File: src/rtl/wb_rr_arbiter_if.sv
// Wishbone bundle between NUM_MASTERS masters, the shared slave and the round-robin arbiter.
// The arbiter uses the slave modport; the environment driving masters and slave uses the master modport.
interface wb_rr_arbiter_if #(
  parameter int NUM_MASTERS = 4,
  parameter int ADDR_W      = 32,
  parameter int DATA_W      = 32
);
  logic [NUM_MASTERS-1:0]        m_cyc_i;
  logic [NUM_MASTERS-1:0]        m_stb_i;
  logic [NUM_MASTERS-1:0]        m_we_i;
  logic [NUM_MASTERS*ADDR_W-1:0] m_adr_i;
  logic [NUM_MASTERS*DATA_W-1:0] m_dat_i;
  logic [NUM_MASTERS-1:0]        m_ack_o;
  logic [NUM_MASTERS-1:0]        m_err_o;
  logic [DATA_W-1:0]             m_dat_o;
  logic                          s_cyc_o;
  logic                          s_stb_o;
  logic                          s_we_o;
  logic [ADDR_W-1:0]             s_adr_o;
  logic [DATA_W-1:0]             s_dat_o;
  logic [DATA_W-1:0]             s_dat_i;
  logic                          s_ack_i;
  logic [NUM_MASTERS-1:0]        gnt_o;

  modport slave (
    input  m_cyc_i, m_stb_i, m_we_i, m_adr_i, m_dat_i, s_dat_i, s_ack_i,
    output m_ack_o, m_err_o, m_dat_o, s_cyc_o, s_stb_o, s_we_o, s_adr_o, s_dat_o, gnt_o
  );

  modport master (
    output m_cyc_i, m_stb_i, m_we_i, m_adr_i, m_dat_i, s_dat_i, s_ack_i,
    input  m_ack_o, m_err_o, m_dat_o, s_cyc_o, s_stb_o, s_we_o, s_adr_o, s_dat_o, gnt_o
  );
endinterface

File: src/rtl/wb_rr_arbiter.sv
// Round-robin Wishbone classic arbiter: grant held for a whole cyc, one idle cycle between owners.
// Optional stuck-slave watchdog enabled by defining WB_ARB_TIMEOUT_EN (TIMEOUT_CYC cycles).
module wb_rr_arbiter #(
  parameter int NUM_MASTERS = 4,
  parameter int ADDR_W      = 32,
  parameter int DATA_W      = 32,
  parameter int TIMEOUT_CYC = 255
) (
  input logic              clk,
  input logic              rst,
  wb_rr_arbiter_if.slave   bus
);

  localparam int IDX_W = (NUM_MASTERS > 1) ? $clog2(NUM_MASTERS) : 1;

  typedef enum logic {IDLE, BUSY} state_t;

  state_t                 state_q, state_d;
  logic [NUM_MASTERS-1:0] gnt_q, gnt_d;
  logic [IDX_W-1:0]       rr_ptr_q, rr_ptr_d;

  logic                   busy;
  logic [NUM_MASTERS-1:0] req;
  logic                   pick_vld;
  logic [IDX_W-1:0]       pick_idx;
  int                     cand;

  logic                   cyc_g, stb_g, we_g;
  logic [ADDR_W-1:0]      adr_g;
  logic [DATA_W-1:0]      dat_g;
  logic                   wd_expire;

  assign busy = (state_q == BUSY);

`ifdef WB_ARB_TIMEOUT_EN
  localparam int WD_W = $clog2(TIMEOUT_CYC + 1);

  logic [WD_W-1:0]        wd_cnt_q, wd_cnt_d;
  logic [NUM_MASTERS-1:0] err_q, err_d;
  logic [NUM_MASTERS-1:0] lock_q, lock_d;

  // A master cut off by the watchdog stays locked out until it drops cyc.
  assign req = bus.m_cyc_i & ~lock_q;

  always_comb begin
    wd_cnt_d  = '0;
    err_d     = '0;
    wd_expire = busy && bus.s_stb_o && !bus.s_ack_i &&
                (wd_cnt_q == WD_W'(TIMEOUT_CYC - 1));
    if (busy && bus.s_stb_o && !bus.s_ack_i && !wd_expire) begin
      wd_cnt_d = wd_cnt_q + WD_W'(1);
    end
    if (wd_expire) begin
      err_d = gnt_q;
    end
    lock_d = (lock_q & bus.m_cyc_i) | err_d;
  end

  always_ff @(posedge clk or posedge rst) begin
    if (rst) begin
      wd_cnt_q <= '0;
      err_q    <= '0;
      lock_q   <= '0;
    end else begin
      wd_cnt_q <= wd_cnt_d;
      err_q    <= err_d;
      lock_q   <= lock_d;
    end
  end

  assign bus.m_err_o = err_q;
`else
  assign req         = bus.m_cyc_i;
  assign wd_expire   = 1'b0;
  assign bus.m_err_o = '0;
`endif

  // First requester at or after rr_ptr, wrapping past the top index.
  always_comb begin
    pick_vld = 1'b0;
    pick_idx = '0;
    cand     = 0;
    for (int k = 0; k < NUM_MASTERS; k++) begin
      cand = (int'(rr_ptr_q) + k) % NUM_MASTERS;
      if (!pick_vld && req[IDX_W'(cand)]) begin
        pick_vld = 1'b1;
        pick_idx = IDX_W'(cand);
      end
    end
  end

  // One-hot AND-OR mux of the granted master's request signals.
  always_comb begin
    cyc_g = 1'b0;
    stb_g = 1'b0;
    we_g  = 1'b0;
    adr_g = '0;
    dat_g = '0;
    for (int i = 0; i < NUM_MASTERS; i++) begin
      if (gnt_q[i]) begin
        cyc_g = bus.m_cyc_i[i];
        stb_g = bus.m_stb_i[i];
        we_g  = bus.m_we_i[i];
        adr_g = bus.m_adr_i[i*ADDR_W +: ADDR_W];
        dat_g = bus.m_dat_i[i*DATA_W +: DATA_W];
      end
    end
  end

  always_comb begin
    state_d  = state_q;
    gnt_d    = gnt_q;
    rr_ptr_d = rr_ptr_q;
    case (state_q)
      IDLE: begin
        if (pick_vld) begin
          state_d         = BUSY;
          gnt_d           = '0;
          gnt_d[pick_idx] = 1'b1;
          rr_ptr_d        = IDX_W'((int'(pick_idx) + 1) % NUM_MASTERS);
        end
      end
      BUSY: begin
        if (!cyc_g || wd_expire) begin
          state_d = IDLE;
          gnt_d   = '0;
        end
      end
      default: begin
        state_d = IDLE;
        gnt_d   = '0;
      end
    endcase
  end

  always_ff @(posedge clk or posedge rst) begin
    if (rst) begin
      state_q  <= IDLE;
      gnt_q    <= '0;
      rr_ptr_q <= '0;
    end else begin
      state_q  <= state_d;
      gnt_q    <= gnt_d;
      rr_ptr_q <= rr_ptr_d;
    end
  end

  assign bus.s_cyc_o = busy & cyc_g;
  assign bus.s_stb_o = busy & stb_g;
  assign bus.s_we_o  = busy & we_g;
  assign bus.s_adr_o = busy ? adr_g : '0;
  assign bus.s_dat_o = busy ? dat_g : '0;
  assign bus.m_ack_o = gnt_q & {NUM_MASTERS{bus.s_ack_i & busy}};
  assign bus.m_dat_o = bus.s_dat_i;
  assign bus.gnt_o   = gnt_q;

endmodule
File: src/flat_wrapper.sv
// flat-port wrapper written by rule: the top's interface ports become plain ports
module wb_rr_arbiter_flat 
#(
  parameter int NUM_MASTERS = 4,
  parameter int ADDR_W      = 32,
  parameter int DATA_W      = 32,
  parameter int TIMEOUT_CYC = 255
)
  (clk, rst, bus_m_cyc_i, bus_m_stb_i, bus_m_we_i, bus_m_adr_i, bus_m_dat_i, bus_s_dat_i, bus_s_ack_i, bus_m_ack_o, bus_m_err_o, bus_m_dat_o, bus_s_cyc_o, bus_s_stb_o, bus_s_we_o, bus_s_adr_o, bus_s_dat_o, bus_gnt_o);
  wb_rr_arbiter_if #(.NUM_MASTERS(NUM_MASTERS), .ADDR_W(ADDR_W), .DATA_W(DATA_W)) bus_i ();
  input logic clk;
  input logic rst;
  input wire logic [$bits(bus_i.m_cyc_i)-1:0] bus_m_cyc_i;
  input wire logic [$bits(bus_i.m_stb_i)-1:0] bus_m_stb_i;
  input wire logic [$bits(bus_i.m_we_i)-1:0] bus_m_we_i;
  input wire logic [$bits(bus_i.m_adr_i)-1:0] bus_m_adr_i;
  input wire logic [$bits(bus_i.m_dat_i)-1:0] bus_m_dat_i;
  input wire logic [$bits(bus_i.s_dat_i)-1:0] bus_s_dat_i;
  input wire logic [$bits(bus_i.s_ack_i)-1:0] bus_s_ack_i;
  output wire logic [$bits(bus_i.m_ack_o)-1:0] bus_m_ack_o;
  output wire logic [$bits(bus_i.m_err_o)-1:0] bus_m_err_o;
  output wire logic [$bits(bus_i.m_dat_o)-1:0] bus_m_dat_o;
  output wire logic [$bits(bus_i.s_cyc_o)-1:0] bus_s_cyc_o;
  output wire logic [$bits(bus_i.s_stb_o)-1:0] bus_s_stb_o;
  output wire logic [$bits(bus_i.s_we_o)-1:0] bus_s_we_o;
  output wire logic [$bits(bus_i.s_adr_o)-1:0] bus_s_adr_o;
  output wire logic [$bits(bus_i.s_dat_o)-1:0] bus_s_dat_o;
  output wire logic [$bits(bus_i.gnt_o)-1:0] bus_gnt_o;
  assign bus_i.m_cyc_i = bus_m_cyc_i;
  assign bus_i.m_stb_i = bus_m_stb_i;
  assign bus_i.m_we_i = bus_m_we_i;
  assign bus_i.m_adr_i = bus_m_adr_i;
  assign bus_i.m_dat_i = bus_m_dat_i;
  assign bus_i.s_dat_i = bus_s_dat_i;
  assign bus_i.s_ack_i = bus_s_ack_i;
  assign bus_m_ack_o = bus_i.m_ack_o;
  assign bus_m_err_o = bus_i.m_err_o;
  assign bus_m_dat_o = bus_i.m_dat_o;
  assign bus_s_cyc_o = bus_i.s_cyc_o;
  assign bus_s_stb_o = bus_i.s_stb_o;
  assign bus_s_we_o = bus_i.s_we_o;
  assign bus_s_adr_o = bus_i.s_adr_o;
  assign bus_s_dat_o = bus_i.s_dat_o;
  assign bus_gnt_o = bus_i.gnt_o;
  wb_rr_arbiter #(.NUM_MASTERS(NUM_MASTERS), .ADDR_W(ADDR_W), .DATA_W(DATA_W), .TIMEOUT_CYC(TIMEOUT_CYC)) u_core (.clk(clk), .rst(rst), .bus(bus_i));
endmodule
File: config.mk
export PLATFORM = sky130hd
export DESIGN_NAME = wb_rr_arbiter_flat
export DESIGN_NICKNAME = d
export VERILOG_FILES = /design/src/rtl/wb_rr_arbiter_if.sv /design/src/rtl/wb_rr_arbiter.sv /design/src/flat_wrapper.sv
export SDC_FILE = /design/constraint.sdc
export NUM_CORES = 1
export LEC_CHECK = 0
export BUFFER_PORTS_ARGS = -buffer_cell sky130_fd_sc_hd__clkbuf_2
export CAP_MARGIN = 20
export CORE_AREA = 2 2 160 162
export DETAILED_ROUTE_END_ITERATION = 8
export DIE_AREA = 0 0 162 164
export HOLD_SLACK_MARGIN = 0.1
export SYNTH_ARGS = -nofsm -noshare
export SYNTH_HDL_FRONTEND = slang
export SYNTH_SLANG_ARGS = --single-unit
File: constraint.sdc
create_clock -name clk -period 4.5 [get_ports clk]
set_input_delay 0.9 -clock clk [delete_from_list [all_inputs] [get_ports clk]]
set_output_delay 0.9 -clock clk [all_outputs]
set_load 0.03 [all_outputs]
-- Word level (Yosys, flattened, before mapping)
Index checks and enable logic that the tools add are counted.
- magnitude comparators: 6
- equality and inequality tests: 2
- reductions and logical operators: 9
- muxes and demuxes: 50
- bitwise logic cells: 6
- add/sub/neg operators: 4
- operators with widths (cell ; number):
    $mux W32 ; 10
    $mux W1 ; 27
    $lt A2 B4 Y1 const B ; 4
    $bmux W1 S2 ; 4
    $mux W2 ; 4
    $mux W4 ; 2
    $pmux W4 S2 ; 1
    $add A2 B1 Y2 const B ; 2
    $add A2 B2 Y2 const B ; 2
    $and A1 B1 Y1 ; 4
    $and A4 B4 Y4 ; 1
    $logic_and A1 B1 Y1 ; 4
    $reduce_and A2 Y1 ; 2
    $logic_not A1 Y1 ; 3
    $lt A2 B3 Y1 const B ; 1
    $demux W1 S2 ; 1
    $ge A2 B1 Y1 const B ; 1
    $ne A2 B1 Y1 const B ; 1
    $ne A2 B2 Y1 const B ; 1
    $pmux W1 S2 ; 1
    $not A1 Y1 ; 1
- bits of input ports: 303
- flip-flop bits (word level): 7
- output and inout bits: 111
- word-level logic and storage cells: 80

-- Logic depth before layout (Yosys ltp)
Gate-level depths: netlist of run 1.
- depth in word-level cells: 19
- mapped depth: 7
- mapped depth without buffers: 7

-- Least setup slack after synthesis of run 1
Ideal clock, no wire load.
- kind: register to output
- start point: reg u_core.gnt_q[1], in the netlist u_core.bus.gnt_o[1]
- end point: out bus_s_dat_o[21]
- data arrival time: 1.671 ns
- stages on the path, launching flop included: 7
- buffers on the path: 3
- data required time: 3.600 ns
- slack: 1.929 ns
- cell sequence: dfrtp_1 -> buf_4 -> buf_2 -> buf_2 -> a221oi_1 -> o31ai_1 -> and2_1
- cells in the longest elaborated chain, start to end: 4
- ends and longest elaborated chain (element ; RTL line ; source):
    from (decl) ; wb_rr_arbiter.sv:19 ; logic [NUM_MASTERS-1:0] gnt_q, gnt_d;
    from (signal assigned) ; wb_rr_arbiter.sv:143 ; gnt_q <= gnt_d;
    $mux W32 (3 in a row) ; wb_rr_arbiter.sv:100 ; if (gnt_q[i]) begin
    $mux W32 ; wb_rr_arbiter.sv:152 ; assign bus.s_dat_o = busy ? dat_g : '0;
    to (decl) ; flat_wrapper.sv:27 ; output wire logic [$bits(bus_i.s_dat_o)-1:0] bus_s_dat_o;
No other way between the ends.

-- Final worst setup path of run 1
- start point: reg u_core.gnt_q[2], in the netlist u_core.bus.gnt_o[2]
- end point: out bus_s_dat_o[1]
- cells in the longest elaborated chain, start to end: 3
- ends and longest elaborated chain (element ; RTL line):
    $mux W32 (2 in a row) ; wb_rr_arbiter.sv:100
    $mux W32 ; wb_rr_arbiter.sv:152
No other way between the ends.

==> metrics.yaml, run 1 <==
status: "complete, no violations"
synth_top_area_share: 0.1911
leakage_uw: 0.002372
via_count: 4657
yosys_register_bits: 7
ys.flop_type: "dfrtp_1"
grt_pass1_vias: 4208
fin_crit_sh: 0.7598
yosysSeqAreaShare: 0.05792
fmax_mhz: 292.5
ctsHoldBuffers: 0
clk_latency_ns: 0.23
yosys_warnings: 0
avgRoutedWirePerCell_um: 14.30
portBuffers: 345
cts.clk_slew.worst_paths_ns: 0.04
fillers: 2880
antenna_cells: 0
initial_core_util: 0.1218
fin_crit_ns: 3.419
drive_above_1_share: 0.4919
final_area_mm2: 0.004812
post_cts_resized: 0
async_flop_share: 1.000
report.final.slew_viol_count: 0
drt_wl_total_mm: 15.33
layout.nets: 1050
synth_cells: 472
drt_iter0_drc: 349
synthToLayoutAreaGrowth_pct: 59.12
dpl_cell_area_mm2: 0.004733
critPathMaxFanout: 39
tightest_slew_ns: 0.8289
cp.arrival_ns: 2.52
synth_cell_types: 33
ir_worst_vdd_v: 0.0001797
cts_tree: "yes"
rrSetupSlack_ns: 2.36
p_total_uw: 3120
synthTopCellsByArea: "a221oi_1 19%, o31ai_1 16%, and2_1 14%"
post_cts_buffers: 0
synth_area_leader_cell: "a221oi_1"
cts_root_buf: "clkbuf_16"
end_kind: "primary output"
drt-pass1-iter-count: 6
ys_top_cells_by_count: "71 x nor2_1, 68 x nand2_1, 66 x a221oi_1, 66 x and2_1, 66 x o31ai_1"
fp.dieW_um: 162
cap_viol_max_count: 0
place_hpwl_mm: 11.99
htree_levels: 1
worstSetupPathType: "flip-flop to primary output"
cts_num_sinks: 7
gr-total-overflow: 0
startpoint_type: "flip-flop"
drc: 0
io-pin-count: 414
cts_buffers: 3
vias_per_cell: 4.344
place.gp.congestion: 0.7668
synth_edf_count: 0
rows: 58
max_stage_delay_ns: 0.88
synth_area_mm2: 0.003024
power.density_mw_per_mm2: 648.3
hold_viol_final: 0
dieArea_mm2: 0.02657
hold_path.class: "primary input to asynchronous set/reset pin"
avgSynthCellArea_um2: 6.407
relSlewSlack: 0.4474
yosysMostFrequentCell: "nor2_1"
setup-tns-final_ns: 0
grt_use_total: 0.1022
crit_chain: "buf_4 -> a221oi_1 -> o31ai_1 -> and2_1 -> clkbuf_2"
die_y_um: 164
rsz0062_at_grt: "no"
clock-skew-final_ns: 0.002550
antenna_left: 0
crit_slowest_cell: "dfrtp_2"
grt_pass1_wl_mm: 22.01
antenna_found_initial: 0
core-area_mm2: 0.02482
cts.path.max_buffers: 2
critical_path_required_ns: 3.60
grt_max_degree: 79
setup_viol: 0
-- logic make-up after synthesis --
logic type,synth area share
other cells,0.001240
buf+inv,0.1804
flops,0.05792
mux,0.003723
simple gates,0.3331
compound gates,0.4071
fa+ha+maj,0.01655
-- routing by layer --
layer  GRT usage  up-vias  share of wire
met4     0.02051        0          0.015
li1            -     2231              -
met3     0.01894       26          0.083
met1      0.1209     2136           0.39
met2      0.1921      264           0.51
met5           0        -              0
-- registers in the layout (all words and copies together), names as in the netlist --
signal,count
u_core.bus.gnt_o,4
u_core.rr_ptr_q,2
u_core.busy,1
-- path summary, 6_finish.rpt --
check,startpoint,end,cells after the start
min,rst,u_core.bus.gnt_o[0]$_DFFE_PP0P_,2
min reg2reg,u_core.rr_ptr_q[1]$_DFFE_PP0P_,u_core.rr_ptr_q[1]$_DFFE_PP0P_,1
min in group clk,u_core.rr_ptr_q[1]$_DFFE_PP0P_,u_core.rr_ptr_q[1]$_DFFE_PP0P_,1
max,u_core.bus.gnt_o[2]$_DFFE_PP0P_,bus_s_dat_o[1],5
max reg2reg,u_core.bus.gnt_o[2]$_DFFE_PP0P_,u_core.bus.gnt_o[1]$_DFFE_PP0P_,5
max in group asynchronous,rst,u_core.bus.gnt_o[3]$_DFFE_PP0P_,2
-- cells in the final DEF, fill, tap and decap left out, types with 3 or more instances in the layout --
cell type,instances
clkbuf_2,345
o31ai_1,66
a221oi_1,66
nor2_1,71
nand2_1,68
and3_1,4
a22o_1,3
buf_4,5
and2_1,66
dfrtp_1,3
clkbuf_16,3
conb_1,4
ha_1,4
dfrtp_2,3
inv_1,4
-- final cells by class --
class / instances / area (um2) / area share
clock buffers: 4 / 78.83 / 0.01638
inverters: 5 / 18.77 / 0.003900
multi-input cells: 374 / 2315 / 0.4810
flip-flops and latches: 7 / 182.7 / 0.03796
well taps: 330 / 412.9 / 0.08580
repair buffers: 352 / 1804 / 0.3749
-- power by group --
group          internal, uW  switching, uW  leakage (uW)
logic                   992           1640       0.00225
registers              92.2            240     0.0000828
clock network           118           33.3     0.0000382
total                  1200           1920       0.00237
-- through the flow --
stage,util,hold WS [ns],setup slack (ns),std cells
after floorplan,-,0.5487,1.929,475
final,0.1939,0.5811,1.081,1072
after CTS,0.1939,0.5917,1.112,1072
after detailed placement,0.1907,0.5926,1.334,1068
after global placement,0.1907,0.5879,1.405,1068
after global routing,0.1939,0.6065,0.9889,1072
-- worst max-delay path, delay by kind of cell, from the launching register on --
kind	cells	cell delay [ns]
simple gates	1	0.18
buf+inv	2	0.69
flops	1	0.88
compound gates	2	0.52
Power figures use the tool's default switching activity.
==> run 2, diff against run 1 <==
Settings changed: ABC_AREA from default to 1, CORE_AREA 2 2 160 162 to 2 2 159 161, DIE_AREA 0 0 162 164 to 0 0 161 163.
Clock period 4.5 ns to 2.95 ns, I/O delays scaled along.
==> run 2 against run 1 <==
First-iteration DRC count down 24%. Utilization up 1.0 points. Clock-buffer cell count unchanged. Non-clock buffer count up 3. Global-route usage up 2.0 points. Final cell count up 12%. Cell area up 4.7%. Die area down 1.2%. Combinational power up 71%. Clock power up 56%. Via count up 10%. Clock skew down 0.0013 ns.
==> metrics.yaml, run 2 <==
status: "complete, no violations"
rsz0062_at_grt: "no"
ff_latch_area_um2: 178.9
startpoint_type: "flip-flop"
io-pin-count: 414
leakage_uw: 0.002605
crit_chain: "buf_12 -> a21oi_1 -> o21ai_0 -> o21ai_0 -> a21oi_1 -> clkbuf_2"
drt_wl_total_mm: 17.65
stdcell_count: 1204
dieArea_mm2: 0.02624
synthMuxAreaShare: 0
final_util: 0.2043
post_cts_buffers: 0
gr-total-overflow: 0
synth_cells: 604
end_kind: "primary output"
report.final.slew_viol_count: 0
drc: 0
synth_cell_types: 24
avgRoutedWirePerCell_um: 14.66
power.density_mw_per_mm2: 997.7
multiInputGateArea_mm2: 0.002380
layout_common_cells: "345 x clkbuf_2, 173 x o21ai_0, 133 x a21oi_1, 70 x nor2_1, 42 x nand2_1"
ir_worst_vdd_v: 0.0005661
largest_reg_flops: 4
drt_iter0_drc: 264
synth_top_area_share: 0.2733
synth-compound-area-share: 0.5300
grt_pass1_wl_mm: 25.37
ys_top_cells_by_count: "173 x o21ai_0, 133 x a21oi_1, 70 x nor2_1"
initial_core_util: 0.1284
ctsHoldBuffers: 0
core-area_mm2: 0.02467
synth_area_mm2: 0.003168
portBuffers: 345
final_common_cell: "clkbuf_2"
place_hpwl_mm: 14.08
drive_above_1_share: 0.4386
place.gp.congestion: 0.7930
ys.flop_type: "dfrtp_1"
yosys_warnings: 0
die_y_um: 163
synth_area_leader_cell: "o21ai_0"
fmax_mhz: 387.3
r2r-start: "u_core.rr_ptr_q[0]$_DFFE_PP0P_"
vias_per_cell: 4.267
htree_levels: 1
rows: 58
relSlewSlack: 0.5629
clock-skew-final_ns: 0.001226
crit_path_start: "u_core.bus.gnt_o[1]$_DFFE_PP0P_"
dp_cells: 1197
worstSetupPathType: "flip-flop to primary output"
synthToLayoutAreaGrowth_pct: 59.08
fin_crit_sh: 0.8751
grt_max_degree: 70
cts_tree: "yes"
cp.arrival_ns: 1.99
yosysMostFrequentCell: "o21ai_0"
setup_viol: 0
crit_slowest_cell: "o21ai_0"
cts.clk_slew.worst_paths_ns: 0.04
layout.nets: 1179
synth_top_family_by_area: "compound AO/OA/AOI/OAI gates"
drt-pass1-iter-count: 4
grt_use_total: 0.1221
yosys.area_share.simple: 0.2006
yosys_register_bits: 7
antenna_found_initial: 4
cap_viol_max_count: 0
fillers: 2910
hold_viol_final: 0
critPathMaxFanout: 69
antenna_left: 0
cts.path.max_buffers: 2
clk_latency_ns: 0.23
yosysSeqAreaShare: 0.05529
synth-xor-area-share: 0
fin_crit_ns: 2.582
cts_num_sinks: 7
synth_edf_count: 0
cts_buffers: 3
whs_ns: 0.2696
synthAdderAreaFrac: 0.01580
tightest_slew_ns: 0.6557
avgSynthCellArea_um2: 5.245
cts_root_buf: "clkbuf_16"
async_flop_share: 1.000
max_stage_delay_ns: 0.44
fp.dieW_um: 161
grt_pass1_vias: 4628
synthTopCellsByArea: "o21ai_0 27%, a21oi_1 21%, buf_4 10%"
post_cts_resized: 0
critical_path_required_ns: 2.36
hold_path.class: "primary input to asynchronous set/reset pin"
setup-tns-final_ns: 0
via_count: 5137
run 2: cell types whose count changed after synthesis, sizes merged, moves of 3 or more:
cell / delta
o21ai: +199
nand2: -15
nand3: +18
clkbuf: +8
a221oi: -66
o31ai: -66
a22o: -3
and2: -66
and3: -4
inv: +14
a21oi: +131
run 2: kinds of logic after synthesis:
logic type | Yosys count
AOI/OAI and AO/OA | 334
adders and majority gates | 4
buffers and inverters | 114
DFF | 7
other | 1
and+or+nand+nor | 144
run 2: final cells by class:
cell class,count,share of cell area
timing repair buffer,355,0.3774
multi-input combinational,486,0.4722
sequential,7,0.03550
inverter,19,0.01589
antenna,3,0.001490
clock buffer,4,0.01564
tap,330,0.08193
run 2: routing by layer:
layer,track usage,part of all wire
met1,0.1556,0.42
met2,0.2113,0.48
met3,0.01935,0.075
met4,0.03774,0.023
met5,0,0
run 2: worst max-delay path: cells and delay by family, from the launching register on:
family,cells,cell delay (ns)
buffers and inverters,2,0.53
DFF,1,0.38
AOI/OAI and AO/OA,4,0.82
run 2: metrics by stage:
| step | instance area (um2) | power (uW) | setup WS (ns) |
|---|---|---|---|
| 5_1_grt | 5040 | 5516 | 0.1788 |
| 6_report | 5040 | 5028 | 0.3683 |
| 2_1_floorplan | 3179 | 3511 | 0.5743 |
| 3_5_place_dp | 4954 | 4816 | 0.5513 |
| 3_3_place_gp | 4954 | 4768 | 0.5526 |
| 4_1_cts | 5032 | 5064 | 0.2965 |
run 2: final timing paths:
path                                                   end  slack, ns  cells past startpoint
setup / recovery                           bus_s_adr_o[14]       0.37                      6
hold / removal             u_core.bus.gnt_o[3]$_DFFE_PP0P_       0.27                      2
setup reg to reg            u_core.rr_ptr_q[1]$_DFFE_PP0P_       0.98                     10
hold reg to reg             u_core.rr_ptr_q[1]$_DFFE_PP0P_       0.59                      2
max in group asynchronous  u_core.bus.gnt_o[1]$_DFFE_PP0P_       2.44                      2
min in group clk            u_core.rr_ptr_q[1]$_DFFE_PP0P_       0.59                      2
run 2: power by group:
group	internal, uW	switching (uW)
sequential	140	130
clock	180	54.6
combinational	1380	3140
